[src/rtl/bus_rdcyc85.sv]
// bus_rdcyc85: 8085-style multiplexed-AD read-cycle master (T1 / T2 / TW / T3).
// Optional macro BUSRD_TIMEOUT_EN bounds TW to WAITMAX cycles and flags err with done.
module bus_rdcyc85 #(
    parameter int ADDRSIZE = 16,
    parameter int DATASIZE = 8,
    parameter int WAITMAX  = 7
) (
    input  logic                         clk,
    input  logic                         rst_n,
    input  logic                         start,
    input  logic [ADDRSIZE-1:0]          addr,
    input  logic                         ready,
    input  logic [DATASIZE-1:0]          ad_in,
    output logic [DATASIZE-1:0]          ad_out,
    output logic                         ad_oe,
    output logic [ADDRSIZE-DATASIZE-1:0] a_hi,
    output logic                         ale,
    output logic                         rd_n,
    output logic                         busy,
    output logic                         done,
    output logic [DATASIZE-1:0]          rdata,
    output logic                         err
);

    typedef enum logic [2:0] {IDLE, T1, T2, TW, T3} state_t;

    state_t              state;
    state_t              state_nxt;
    logic [ADDRSIZE-1:0] addr_q;
    logic                timeout_hit;

`ifdef BUSRD_TIMEOUT_EN
    localparam int CW = (WAITMAX < 1) ? 1 : $clog2(WAITMAX + 1);

    logic [CW-1:0] wait_cnt;
    logic          timed_out;
    logic          err_q;

    assign timeout_hit = (state == TW) && !ready && (wait_cnt == CW'(WAITMAX));

    // wait_cnt holds the number of the TW cycle currently in progress
    always_ff @(posedge clk or negedge rst_n) begin
        if (!rst_n) begin
            wait_cnt  <= '0;
            timed_out <= 1'b0;
            err_q     <= 1'b0;
        end else begin
            err_q <= (state == T3) && timed_out;
            if (state == T1) begin
                wait_cnt  <= '0;
                timed_out <= 1'b0;
            end else begin
                if (state_nxt == TW)
                    wait_cnt <= wait_cnt + 1'b1;
                if (timeout_hit)
                    timed_out <= 1'b1;
            end
        end
    end

    assign err = err_q;
`else
    localparam int unused_waitmax = WAITMAX;

    assign timeout_hit = 1'b0;
    assign err         = 1'b0;
`endif

    always_ff @(posedge clk or negedge rst_n) begin
        if (!rst_n) begin
            state  <= IDLE;
            addr_q <= '0;
            rdata  <= '0;
            done   <= 1'b0;
        end else begin
            state <= state_nxt;
            done  <= (state == T3);
            if ((state == IDLE) && start)
                addr_q <= addr;
            if (state == T3)
                rdata <= ad_in;
        end
    end

    // AD is only driven in T1; the strobe owns T2..T3, so the two never overlap
    always_comb begin
        state_nxt = state;
        ale       = 1'b0;
        ad_oe     = 1'b0;
        rd_n      = 1'b1;
        case (state)
            IDLE: begin
                if (start)
                    state_nxt = T1;
            end
            T1: begin
                ale       = 1'b1;
                ad_oe     = 1'b1;
                state_nxt = T2;
            end
            T2: begin
                rd_n      = 1'b0;
                state_nxt = ready ? T3 : TW;
            end
            TW: begin
                rd_n = 1'b0;
                if (ready || timeout_hit)
                    state_nxt = T3;
            end
            T3: begin
                rd_n      = 1'b0;
                state_nxt = IDLE;
            end
            default: state_nxt = IDLE;
        endcase
    end

    assign ad_out = addr_q[DATASIZE-1:0];
    assign a_hi   = addr_q[ADDRSIZE-1:DATASIZE];
    assign busy   = (state != IDLE);

endmodule
[config.mk]
export PLATFORM = sky130hd
export DESIGN_NAME = bus_rdcyc85
export DESIGN_NICKNAME = d
export VERILOG_FILES = /design/src/rtl/bus_rdcyc85.sv
export SDC_FILE = /design/constraint.sdc
export NUM_CORES = 1
export LEC_CHECK = 0
export ABC_CLOCK_PERIOD_IN_PS = 1700
export CAP_MARGIN = 20
export CORE_UTILIZATION = 35
export CTS_CLUSTER_SIZE = 25
export DETAILED_ROUTE_END_ITERATION = 12
export GPL_ROUTABILITY_DRIVEN = 0
export GPL_TIMING_DRIVEN = 1
export PLACE_DENSITY = 0.74
export SLEW_MARGIN = 10
export SYNTH_ARGS = -nofsm -noshare
export SYNTH_HDL_FRONTEND = slang
export SYNTH_SLANG_ARGS = --single-unit
[constraint.sdc]
create_clock -name clk -period 1.7 [get_ports clk]
set_clock_uncertainty 0.2 [all_clocks]
set_input_delay 0.34 -clock clk [delete_from_list [all_inputs] [get_ports clk]]
set_output_delay 0.34 -clock clk [all_outputs]
set_load 0.01 [all_outputs]
==> impl_results.md <==
* Final #Nets at 166
* Worst Path Max Fanout at 8
* Final period utilization at 109%
* All-Layer GR Usage at around 15%
* Synth area leaders: dfrtp_1, mux2_2, mux2_4, nor4b_4, buf_4
* R2R setup slack at -0.16 ns
* Crit-path cells: buf_6, buf_6, nor4b_4, buf_4, clkbuf_16, mux2_4
* Longest Clk Path Bufs at 2
* Die width at 59.4 microns
* Footprint of the multi-input gates at 443 sq um
* CTS Buf Count at 3
* DP Area at 0.00178 sq mm
* Clock group share of total power at 9.6%
* Sink Count at 28
* Synth cell types at 18
* Hold Crit Class: primary input to async pin
* Cell Int Power at between 2000 and 2500 uW
* Clock-pin slew on the worst setup and hold paths at ~0.13 ns
* Met1 Usage GRT at 15.4%
* H-tree depth at 1
* Arr. time, crit path at 1.88 ns
* Final worst slack at -0.161 ns
* Final setup fails at 20
* Via count at about 800
* Skew-Pair Late Insertion Delay at 0.32 ns
* Commonest cells in the synthesized netlist: dfrtp_1, mux2_2, mux2_4
* Logic pwr share at 53.8%
* Syn nets at slightly below 100
* Initial Util at 37.5%
* Core outline area at 0.00308 sq mm
* Layout cell share with drive strength beyond 1 at a little under two fifths
* Pleak at 0.000883 uW
* CP dominant cell by count: buf_6
* Register area at about 700 sq um
* Final WL at 2.47 mm
* CP Class: register to register
* Grt ovf at 0
* Min Tclk post-route at 1.86 ns
* PortBufs at 56
* Fill count at 256
* Crit. End Element: register
* Row count at 20
* Hold Violations, Final at 0
* Mean area per synthesized cell at 16.5 sq um
* CTS root buf: clkbuf_4
* Unrepaired setup endpoints after global routing: true
* Fmax at approximately 540 MHz
* First-pass GRT wire length at 3.78 mm
* Ys flop type: dfrtp_1
* Pins Over Slew Limit at 0
* Status: finished, violations left
* Sw Ratio at 31.1%
* Sequential Power Share at 36.6%
* R2R Path End: addr_q[3]
* DRT iter0 DRCs at 6
* Power per Cell Area at 1690 mW/mm^2
* Wire per inst at 13.7 microns
* Mapped Cells at 70
* Maximum vdd ir drop at just over 0.0008 V
* Hpwl dp at about 1.8 mm
* Area delta synth->final at 63.9%
* Area of the mapped netlist at 0.00115 sq mm
* Max Cap Viol at 0
* Worst path max stage delay at approximately 0.45 ns
* Final Total Pwr at approximately 3200 uW
* Worst-case reg-to-reg path depth at 6
* DRC at 0
* Busiest grt layer: met2
* Flop and latch count out of synthesis at 28
* Synth warn at 0
* Final instance area at 0.00189 sq mm
* Ant diodes at 0
* Met2 usage at 27.9%
* TritonCTS clock tree: yes
* Reg2reg start: state[1]
* Area of the die at 0.00353 sq mm
* Die H at 59.4 microns
* Vias in the first global route at 846
* Initial antenna violation count at 0
* Via density at 4.43
* Post-synth top area cell: dfrtp_1
* CTS hold repair buffers at 0
* Hold Slack at around 0.17 ns
* Pre-antenna DRT Iters at 4
* Post-synth EDFFs at 0
* Post-route ant nets at 0
* Startpoint Class: register
* Register area share after synthesis at 60.7%
* I/O pins at 58
* Synth top area share at about three fifths
* Largest net degree at the start of global routing at 29
* Critical Path RT at 1.72 ns
* Met3 Use GR at 3.71%
* Ys async rst share at 100%
* Slowest cell on crit path: dfrtp_1
* Failing checks: negative setup slack
* Psw at 991 uW
* Top-count cell post-synth: dfrtp_1
-- routing by layer --
metal | part of all wire, % | routed length (microns) | vias up
met5 | 0 | 0 | -
met1 | 39 | 965 | 386
met2 | 53 | 1320 | 37
met3 | 6.4 | 158 | 2
li1 | - | - | 376
met4 | 1.1 | 27 | 0
-- power groups by stage --
stage          sequential [uW]  clock [uW]  combinational (uW)
2_1_floorplan             1330           0                 699
3_3_place_gp              1190           0                1700
3_5_place_dp              1190           0                1740
4_1_cts                   1170         327                1600
5_1_grt                   1210         348                1820
6_report                  1170         306                1720
-- worst max-delay path: cells and delay by family (launching register included) --
family                 cells  cell delay (ns)
buffers and inverters      4             0.60
multiplexers               1             0.30
flip-flops                 1             0.45
AND/OR/NAND/NOR            1             0.19
-- state kept, by name (all words and copies together), names as in the netlist --
name,flops
done,1
state,3
rdata,8
addr_q,16
-- layout make-up --
cell class / instances / area share [%]
Sequential cell: 28 / 37.1
Timing Repair Buffer: 68 / 34.4
Multi-Input combinational cell: 36 / 23.4
Tap cell: 44 / 2.91
Clock buffer: 4 / 1.92
Inverter: 1 / 0.199
-- worst max path at each step --
stage | from | to | slack, ns | cells after the start
global route | state[1] | busy | -0.19 | 2
global placement | start | addr_q[10] | -0.22 | 4
finish | state[1] | addr_q[3] | -0.16 | 6
floorplan | state[2] | addr_q[0] | -0.04 | 3
detailed placement | start | addr_q[15] | -0.24 | 4
CTS | state[1] | rd_n | -0.17 | 4
-- layout by cell type, fill, tap and decap left out, types with 2 or more instances in the layout --
cell type        instances
dfrtp_1                 27
clkdlybuf4s50_1         27
dlygate4sd2_1           25
mux2_4                  16
mux2_2                   8
buf_4                    6
buf_6                    5
clkbuf_4                 3
buf_2                    3
nor3b_2                  2
-- metrics by stage --
stage                     setup WS [ns]  cells  TNS [ns]  utilization, %
final                            -0.161    181     -2.72            61.4
after global routing             -0.186    181     -3.40            61.4
after CTS                        -0.166    178     -2.44            59.1
after detailed placement         -0.241    171     -3.97            57.9
after global placement           -0.224    171     -3.71            57.9
after floorplan                 -0.0372     70    -0.372               -
-- cells by family (layout without fill, tap and decap cells) --
kind of cell	count (synthesis)	in the layout	share of synthesized area [%]
DFF	28	28	60.7
other	1	1	0.325
muxes	24	24	26.7
buffers and inverters	6	73	4.34
and+or+nand+nor	8	8	6.40
AOI/OAI and AO/OA	3	3	1.52
-- repair_timing --
action	CTS	global route
gates cloned	0	1
endpoints found under the setup margin	45	28
pin swaps	1	3
resized for setup	48	8
buffers inserted	3	2
No activity file was read; power rests on OpenSTA's default activity.
